File: src/rtl/dec_aes_pkg.sv
// Shared AES inverse-cipher constants, GF(2^8) helpers and stage FSM encoding.
package dec_aes_pkg;

    localparam logic [7:0] AES_POLY = 8'h1B;
    localparam int unsigned NB      = 4;
    localparam int unsigned STATE_W = 128;

    typedef enum logic [1:0] {
        IDLE = 2'd0,
        BUSY = 2'd1,
        DONE = 2'd2
    } state_t;

    function automatic logic [7:0] xtime(input logic [7:0] a);
        return {a[6:0], 1'b0} ^ (a[7] ? AES_POLY : 8'h00);
    endfunction

    function automatic logic [7:0] gmul9(input logic [7:0] a);
        logic [7:0] x8;
        x8 = xtime(xtime(xtime(a)));
        return x8 ^ a;
    endfunction

    function automatic logic [7:0] gmulB(input logic [7:0] a);
        logic [7:0] x2;
        logic [7:0] x8;
        x2 = xtime(a);
        x8 = xtime(xtime(x2));
        return x8 ^ x2 ^ a;
    endfunction

    function automatic logic [7:0] gmulD(input logic [7:0] a);
        logic [7:0] x4;
        logic [7:0] x8;
        x4 = xtime(xtime(a));
        x8 = xtime(x4);
        return x8 ^ x4 ^ a;
    endfunction

    function automatic logic [7:0] gmulE(input logic [7:0] a);
        logic [7:0] x2;
        logic [7:0] x4;
        logic [7:0] x8;
        x2 = xtime(a);
        x4 = xtime(x2);
        x8 = xtime(x4);
        return x8 ^ x4 ^ x2;
    endfunction

endpackage

File: src/rtl/dec_invmixcol_col.sv
// Combinational InvMixColumns for one 32-bit column, row 0 in the top byte.
module dec_invmixcol_col
    import dec_aes_pkg::*;
(
    input  logic [31:0] din,
    output logic [31:0] dout
);

    logic [7:0] a0, a1, a2, a3;

    assign a0 = din[31:24];
    assign a1 = din[23:16];
    assign a2 = din[15:8];
    assign a3 = din[7:0];

    assign dout[31:24] = gmulE(a0) ^ gmulB(a1) ^ gmulD(a2) ^ gmul9(a3);
    assign dout[23:16] = gmul9(a0) ^ gmulE(a1) ^ gmulB(a2) ^ gmulD(a3);
    assign dout[15:8]  = gmulD(a0) ^ gmul9(a1) ^ gmulE(a2) ^ gmulB(a3);
    assign dout[7:0]   = gmulB(a0) ^ gmulD(a1) ^ gmul9(a2) ^ gmulE(a3);

endmodule

File: src/rtl/dec_addkey_invmix.sv
// AES-128 decryption stage: AddRoundKey then column-serial InvMixColumns (skipped on last round).
module dec_addkey_invmix
    import dec_aes_pkg::*;
#(
    parameter int unsigned COLS_PER_CYCLE = 1
) (
    input  logic               clk,
    input  logic               rst,
    input  logic               s_valid,
    output logic               s_ready,
    input  logic [STATE_W-1:0] s_data,
    input  logic [STATE_W-1:0] s_key,
    input  logic               s_last,
    output logic               m_valid,
    input  logic               m_ready,
    output logic [STATE_W-1:0] m_data
);

    if (!(COLS_PER_CYCLE inside {1, 2, 4})) begin : g_bad_cols
        $error("dec_addkey_invmix: COLS_PER_CYCLE must be 1, 2 or 4");
    end

    localparam logic [1:0] COL_STEP = 2'(COLS_PER_CYCLE);
    localparam logic [1:0] LAST_BASE = 2'(NB - COLS_PER_CYCLE);

    state_t             state_q;
    logic [1:0]         col_cnt_q;
    logic [STATE_W-1:0] work_q;
    logic [STATE_W-1:0] mixed;

    logic [1:0]  idx     [COLS_PER_CYCLE];
    logic [31:0] col_in  [COLS_PER_CYCLE];
    logic [31:0] col_out [COLS_PER_CYCLE];

    for (genvar i = 0; i < COLS_PER_CYCLE; i++) begin : g_col
        assign idx[i]    = col_cnt_q + 2'(i);
        assign col_in[i] = work_q[127 - 32 * int'(idx[i]) -: 32];

        dec_invmixcol_col u_col (
            .din  (col_in[i]),
            .dout (col_out[i])
        );
    end

    // Only the columns selected this cycle are replaced; the rest pass through.
    always_comb begin
        mixed = work_q;
        for (int i = 0; i < COLS_PER_CYCLE; i++) begin
            mixed[127 - 32 * int'(idx[i]) -: 32] = col_out[i];
        end
    end

    always_ff @(posedge clk) begin
        if (rst) begin
            state_q   <= IDLE;
            col_cnt_q <= 2'd0;
            work_q    <= '0;
        end else begin
            unique case (state_q)
                IDLE: begin
                    if (s_valid) begin
                        work_q    <= s_data ^ s_key;
                        col_cnt_q <= 2'd0;
                        state_q   <= s_last ? DONE : BUSY;
                    end
                end
                BUSY: begin
                    work_q    <= mixed;
                    col_cnt_q <= col_cnt_q + COL_STEP;
                    if (col_cnt_q == LAST_BASE) begin
                        state_q <= DONE;
                    end
                end
                DONE: begin
                    if (m_ready) begin
                        state_q <= IDLE;
                    end
                end
                default: state_q <= IDLE;
            endcase
        end
    end

    assign s_ready = (state_q == IDLE);
    assign m_valid = (state_q == DONE);
    assign m_data  = work_q;

endmodule

File: config.mk
export PLATFORM = sky130hd
export DESIGN_NAME = dec_addkey_invmix
export DESIGN_NICKNAME = d
export VERILOG_FILES = /design/src/rtl/dec_aes_pkg.sv /design/src/rtl/dec_invmixcol_col.sv /design/src/rtl/dec_addkey_invmix.sv
export SDC_FILE = /design/constraint.sdc
export NUM_CORES = 1
export LEC_CHECK = 0
export ABC_AREA = 1
export BUFFER_PORTS_ARGS = -buffer_cell sky130_fd_sc_hd__buf_4
export CORE_ASPECT_RATIO = 0.8
export CORE_MARGIN = 2
export CORE_UTILIZATION = 40
export DETAILED_ROUTE_END_ITERATION = 12
export GPL_ROUTABILITY_DRIVEN = 0
export PLACE_DENSITY = 0.68
export SYNTH_ARGS = -nofsm -noshare
export SYNTH_HDL_FRONTEND = slang
export SYNTH_HIERARCHICAL = 1
export SYNTH_SLANG_ARGS = --single-unit
File: constraint.sdc
create_clock -name clk -period 4.42 [get_ports clk]
set_input_delay 0.221 -clock clk [delete_from_list [all_inputs] [get_ports clk]]
set_output_delay 0.221 -clock clk [all_outputs]
set_load 0.02 [all_outputs]
==> results.json, run 1 <==
{
  "run_status": "complete, no violations",
  "power.switching_mw": 5.70,
  "crit_path_frequent_cell": "nand2_1",
  "avgRoutedWirePerCell_um": 17.0,
  "final.min_clock_period_ns": 3.90,
  "cp-end-kind": "flop",
  "h-tree-depth": 4,
  "p_leak_nw": 11.2,
  "finalSetupViolations": 0,
  "worst_ep_arrival_time_ns": 4.27,
  "drt_pre_antenna_iters": 6,
  "share_comb_of_total_power": 0.702,
  "worstSetupPathType": "reg2reg",
  "min_from": "m_ready",
  "clk_path_buf_depth": 2,
  "power.sequential.fraction": 0.157,
  "overflow": 0,
  "yosys_warnings": 6,
  "antenna_violating_nets_post_route": 0,
  "port_buffers": 390,
  "synth.lib_cells_used.distinct": 32,
  "cp.required_ns": 4.79,
  "grt_util_met3": 0.0740,
  "remaining_drc_errors": 0,
  "critical_path.max_stage_delay_ns": 0.58,
  "regToRegStartpoint": "col_cnt_q[0]",
  "synthArstFlopShare": 0,
  "slew_headroom": 0.175,
  "rsz_0062_raised_after_global_routing": "no",
  "grt_first_pass_wirelength_mm": 93.4,
  "worst-r2r-setup-slack_ns": 0.52,
  "count_of_pins_over_their_slew_limit": 0,
  "crit_path_top_delay_cell": "dfxtp_4",
  "post-dp-hpwl_mm": 48.7,
  "placeableCoreArea_um2": 35700,
  "mappedNetlistArea_um2": 14400,
  "achievable-frequency_mhz": 257,
  "cts_num_sinks": 132,
  "clockPowerShare": 0.142,
  "crit_path_start_kind": "flop",
  "fp.dieH_um": 174,
  "global_route_met2_usage": 0.515,
  "worst_pin_slew_ns": 1.24,
  "fin_worst_hold_slack_ns": 0.118,
  "first_global_vias": 17249,
  "nets": 3351,
  "power.switching_fraction": 0.563,
  "die-area_um2": 37500,
  "post-place-ws_ns": 0.752,
  "timing.final.ws_setup_ns": 0.524,
  "antenna-diode-count": 0,
  "busiest_layer": "met2",
  "internal_power_mw": 4.43,
  "synth-seq-cells": 132,
  "crit_fanout": 37,
  "post_synth_edffs": 0,
  "detail_route.vias_per_cell": 5.11,
  "cts_tree": "done",
  "max-cap-violations": 0,
  "cts_repair_resize_count": 0,
  "antenna_found_initial": 0,
  "postSynth.topFlopCell": "dfxtp_1",
  "finClkSkew_ns": 0.0153,
  "area_growth_syn_to_layout_pct": 27.3,
  "clk_latency_ns": 0.44,
  "final.fill_count": 3811,
  "min_period_over_period": 0.881,
  "total_cts_buffers": 17,
  "worst_setup_hold_path_clk_slew_ns": 0.06,
  "via_count": 18297,
  "finalSetupTns_ns": 0,
  "setup.worst_path.start": "col_cnt_q[0]",
  "synth_sequential_area_ratio": 0.184,
  "width_of_the_chip_um": 216,
  "min_path_type": "in2reg",
  "clock_tree.root_cell": "clkbuf_16",
  "irDropWorstVdd_mv": 0.405,
  "power_per_cell_area_nw_per_um2": 553,
  "grt_use_met1": 0.386,
  "finalWirelength_mm": 61.0,
  "effective_utilization_at_floorplan": 0.403,
  "syn_avg_cell_area_um2": 5.21,
  "number_of_cells_traversed_by_the_worst_register_to_register_path": 20,
  "synth_fp_nets": 3025,
  "detailedRoute.firstIterationViolations": 1940,
  "timing_hold_violations_final": 0,
  "layout-drive-gt1-share": 0.165,
  "pin_count_of_the_biggest_net_entering_global_routing": 76,
  "boundaryPins": 391,
  "crit_chain": "buf_4 -> o21ai_0 -> o22ai_1 -> inv_1 -> nand2_1 -> nand2_1 -> xor2_1 -> nand2b_1 -> nand2_1 -> nand2_1 -> nand2_1 -> inv_1 -> nand2_1 -> nand2_1 -> inv_1 -> nor2_1 -> nand3_1 -> nand2_1 -> nor2_1 -> nor2_1",
  "placement_rows": 62,
  "global_route.usage.total": 0.318,
  "cells_after_synthesis": 2760,
  "hold_depth": 4
}
cell usage in the layout (no fill, tap or decap), types with 4 or more instances in the layout:
master | synthesis | routed
nand2_1 | 1080 | 1079
nor2_2 | 2 | 6
inv_2 | 9 | 9
o21bai_1 | 96 | 96
xor2_1 | 100 | 100
nand3_1 | 211 | 211
o21ai_0 | 67 | 67
clkbuf_16 | 0 | 18
inv_1 | 437 | 436
clkinv_4 | 0 | 4
o22ai_1 | 32 | 32
ha_1 | 4 | 4
buf_4 | 9 | 431
nand3b_1 | 8 | 8
nor2_1 | 364 | 360
nand2_2 | 17 | 17
xnor2_1 | 51 | 51
dfxtp_1 | 132 | 131
cell usage after synthesis (4+ instances only):
master | count | share of area
inv_1 | 437 | 0.11
o22ai_1 | 32 | 0.014
ha_1 | 4 | 0.0035
o21ai_0 | 67 | 0.023
nand2_2 | 17 | 0.0074
nand2_1 | 1080 | 0.28
nor2_1 | 364 | 0.095
buf_1 | 7 | 0.0018
nand3b_1 | 8 | 0.0042
o21bai_1 | 96 | 0.050
xnor2_1 | 51 | 0.031
clkbuf_1 | 63 | 0.016
buf_2 | 48 | 0.017
inv_2 | 9 | 0.0023
nand3_1 | 211 | 0.073
buf_4 | 9 | 0.0047
dfxtp_1 | 132 | 0.18
xor2_1 | 100 | 0.061
power groups by stage:
stage	sequential [mW]	combinational [mW]	clock (mW)
after CTS	1.58	6.82	1.44
after global routing	1.59	7.61	1.49
after detailed placement	1.60	6.76	0
final	1.59	7.11	1.43
after floorplan	1.70	4.22	0
after global placement	1.60	6.67	0
critical path, delay by kind of cell, from the launching register on:
| kind | cells | cell delay (ns) |
|---|---|---|
| AND/OR/NAND/NOR | 13 | 1.35 |
| flip-flops | 1 | 0.58 |
| buffers and inverters | 4 | 0.79 |
| AO/OA/AOI/OAI | 2 | 0.64 |
| XOR/XNOR | 1 | 0.46 |
logic make-up (layout without fill, tap and decap cells):
family / after synthesis / after routing / share of synthesized area
flip-flops: 132 / 132 / 0.184
AND/OR/NAND/NOR: 1690 / 1690 / 0.466
XOR/XNOR: 157 / 157 / 0.0987
adder cells (fa/ha/maj): 4 / 4 / 0.00348
AO/OA/AOI/OAI: 202 / 202 / 0.0906
buffers and inverters: 575 / 914 / 0.157
final timing paths:
path / to
worst max-delay path: m_data[102]
worst min-delay path: state_q[1]
worst max register to register: m_data[102]
worst min register to register: m_data[17]
state kept, by name, indices dropped and copies added (netlist names):
signal     count
col_cnt_q      2
m_data       128
state_q        2
area by class of cell:
type / instances / area (um^2) / share of cell area
multi-input combinational: 2053 / 9510 / 0.519
timing repair buffer: 435 / 3310 / 0.180
sequential: 132 / 2650 / 0.144
inverter: 447 / 1680 / 0.0918
tap: 480 / 601 / 0.0328
clock buffer: 20 / 458 / 0.0250
clock inverter: 12 / 121 / 0.00662
metrics by stage:
step,power (mW),instance area (um^2),util,cells
after floorplan,5.92,14400,-,2760
after global placement,8.27,17700,0.497,3546
after detailed placement,8.36,17700,0.497,3546
after CTS,9.83,18300,0.513,3579
after global routing,10.7,18300,0.513,3579
final,10.1,18300,0.513,3579
timing repair:
item	4_1_cts	5_1_grt
hold endpoints to repair	2	0
setup buffers	0	0
hold buffers	1	0
endpoints found under the setup margin	0	0
layer usage:
metal  wire (um)  share of wire  vias up
li1            -              -     8871
met1       23300           0.38     8290
met2       27700           0.45      931
met3        6160           0.10      205
met4        3820          0.063        0
met5           0              0        -
(Power assumes the default switching activity.)
==> run 2: changes to the inputs <==
--- a/config.mk
+++ b/config.mk
@@ -10,9 +10,10 @@
 export CORE_ASPECT_RATIO = 0.8
 export CORE_MARGIN = 2
 export CORE_UTILIZATION = 40
+export CTS_CLUSTER_DIAMETER = 80
 export DETAILED_ROUTE_END_ITERATION = 12
 export GPL_ROUTABILITY_DRIVEN = 0
-export PLACE_DENSITY = 0.68
+export PLACE_DENSITY_LB_ADDON = 0.08
 export SYNTH_ARGS = -nofsm -noshare
 export SYNTH_HDL_FRONTEND = slang
 export SYNTH_HIERARCHICAL = 1
==> run 2 against run 1 <==
Against the previous run: combinational power fell by 2%; maximum frequency shrank 6.2%; first-iteration DRC count fell by 2.0%; sequential share of layout area fell by 0.056 points; via count shrank 1.5%; count of clock-buffer cells in the layout increased by 2; sequential power is essentially flat; setup slack worse by 0.26 ns.
==> results.json, run 2 (synthesized netlist as in run 1, its figures left out) <==
{
  "share_comb_of_total_power": 0.689,
  "total_cts_buffers": 17,
  "first_global_vias": 16408,
  "final-seq-area_um2": 2650,
  "width_of_the_chip_um": 216,
  "wl_met2_mm": 26.6,
  "post_layout_instance_count_excluding_filler_cells": 3583,
  "worstSetupPathType": "reg2reg",
  "pin_count_of_the_biggest_net_entering_global_routing": 99,
  "finalWirelength_mm": 63.0,
  "multi_input_comb_area_um2": 9510,
  "remaining_drc_errors": 0,
  "worst_pin_slew_ns": 1.10,
  "final_cell_mix": "nand2_1 (1,079), inv_1 (435), buf_4 (435)",
  "final.min_clock_period_ns": 4.15,
  "critical_path.max_stage_delay_ns": 0.68,
  "met1Wirelength_mm": 27.4,
  "antenna_violating_nets_post_route": 0,
  "top_signal_layer_used": "met5",
  "critical_path.top_delay_family": "simple AND/OR/NAND/NOR gates",
  "fp.dieH_um": 174,
  "boundaryPins": 391,
  "rsz_0062_raised_after_global_routing": "no",
  "power.switching_mw": 5.58,
  "overflow": 0,
  "finalCoreUtilization": 0.515,
  "worst_setup_hold_path_clk_slew_ns": 0.07,
  "cts_setup_buffers": 0,
  "grt_first_pass_wirelength_mm": 95.0,
  "crit_path_frequent_cell": "nand2_1",
  "clk_path_buf_depth": 2,
  "port_buffers": 390,
  "clk_latency_ns": 0.44,
  "min_path_type": "in2reg",
  "cp.required_ns": 4.80,
  "detailedRoute.firstIterationViolations": 1901,
  "final.fill_count": 3893,
  "post-dp-hpwl_mm": 50.5,
  "worst_ep_arrival_time_ns": 4.53,
  "crit_path_top_delay_cell": "o22ai_1",
  "run_status": "complete, no violations",
  "slew_headroom": 0.268,
  "worst-path-buf-inv": 4,
  "internal_power_mw": 4.58,
  "die-area_um2": 37500,
  "cts_repair_resize_count": 0,
  "layout-drive-gt1-share": 0.166,
  "crit_chain": "inv_2 -> buf_4 -> o21ai_0 -> o22ai_1 -> inv_2 -> nand2_1 -> nand2_1 -> xnor2_1 -> nand2_1 -> nand2_1 -> nand2_1 -> nand2_1 -> xor2_1 -> nand2_1 -> inv_1 -> nand3_1 -> nand2_1 -> nor2_1 -> nor2_1",
  "nets": 3355,
  "antenna_found_initial": 1,
  "placement_rows": 62,
  "power.sequential.fraction": 0.158,
  "dp_cells": 3550,
  "avgRoutedWirePerCell_um": 17.6,
  "min_period_over_period": 0.939,
  "cp-end-kind": "flop",
  "area_growth_syn_to_layout_pct": 27.8,
  "crit_fanout": 28,
  "achievable-frequency_mhz": 241,
  "power_per_cell_area_nw_per_um2": 553,
  "finalSetupViolations": 0,
  "drt_pre_antenna_iters": 6,
  "global_route.usage.total": 0.328,
  "postLayoutCellArea_um2": 18400,
  "irDropWorstVdd_mv": 0.301,
  "clock_tree.root_cell": "clkbuf_16",
  "largest_register_ffs": 128,
  "crit_path_start_kind": "flop",
  "cts_num_sinks": 132,
  "post-place-ws_ns": 0.453,
  "effective_utilization_at_floorplan": 0.403,
  "wl_met3_mm": 6.79,
  "placedInstanceArea_um2": 17800,
  "placeableCoreArea_um2": 35700,
  "cts_tree": "done",
  "clockPowerShare": 0.153,
  "timing_hold_violations_final": 0,
  "power.switching_fraction": 0.550,
  "finClkSkew_ns": 0.0133,
  "count_of_pins_over_their_slew_limit": 0,
  "via_count": 18026,
  "detail_route.vias_per_cell": 5.03,
  "h-tree-depth": 4,
  "finalSetupTns_ns": 0,
  "timing.final.ws_setup_ns": 0.268,
  "layout_commonest_cell": "nand2_1",
  "p_leak_nw": 11.2,
  "antenna-diode-count": 0,
  "max-cap-violations": 0
}
run 2: cell types whose count changed in the layout (fill, tap and decap cells not counted):
cell / previous run / this run
clkinv_4: 4 / 2
clkbuf_8: 0 / 1
inv_1: 436 / 435
bufinv_16: 1 / 3
buf_4: 431 / 435
clkinvlp_4: 3 / 2
inv_8: 1 / 0
clkbuf_1: 2 / 3
inv_2: 9 / 10
run 2: power by group through the flow:
stage          Clock, mW  Combinational (mW)  Sequential [mW]
3_3_place_gp           0                6.71             1.62
4_1_cts             1.56                6.82             1.60
6_report            1.56                7.00             1.60
5_1_grt             1.61                7.63             1.61
3_5_place_dp           0                6.78             1.62
2_1_floorplan          0                4.22             1.70
run 2: per-stage QoR:
step / power (mW) / hold slack [ns]
final: 10.2 / 0.0873
after global placement: 8.33 / 0.425
after detailed placement: 8.40 / 0.428
after floorplan: 5.92 / 0.290
after CTS: 9.98 / 0.0833
after global routing: 10.9 / 0.0910
run 2: routing by layer:
metal / GRT usage / vias up
met1: 0.440 / 8133
li1: - / 8898
met2: 0.496 / 887
met5: 0 / -
met4: 0.116 / 2
met3: 0.101 / 106
run 2: final timing paths:
check,start,endpoint,slack [ns],cells past startpoint
min,s_last,state_q[0],0.09,4
min reg2reg,m_data[19],m_data[19],0.55,4
max reg2reg,col_cnt_q[0],m_data[19],0.27,19
max,col_cnt_q[0],m_data[19],0.27,19
run 2: repair_timing:
item	in CTS	in global routing
hold buffers	1	0
hold endpoints to repair	2	0
setup endpoints to repair	0	0
run 2: tightest hold or removal path: cells and delay by family:
family | cells | cell delay, ns
AO/OA/AOI/OAI | 1 | 0.05
buffers and inverters | 2 | 0.13
AND/OR/NAND/NOR | 1 | 0.08
run 2: cell type report:
cell class / count / area share
Clock buffer: 22 / 0.0258
Clock inverter: 10 / 0.00789
Inverter: 447 / 0.0914
Multi-Input combinational cell: 2053 / 0.517
Sequential cell: 132 / 0.144
Tap cell: 480 / 0.0327
Timing Repair Buffer: 439 / 0.181
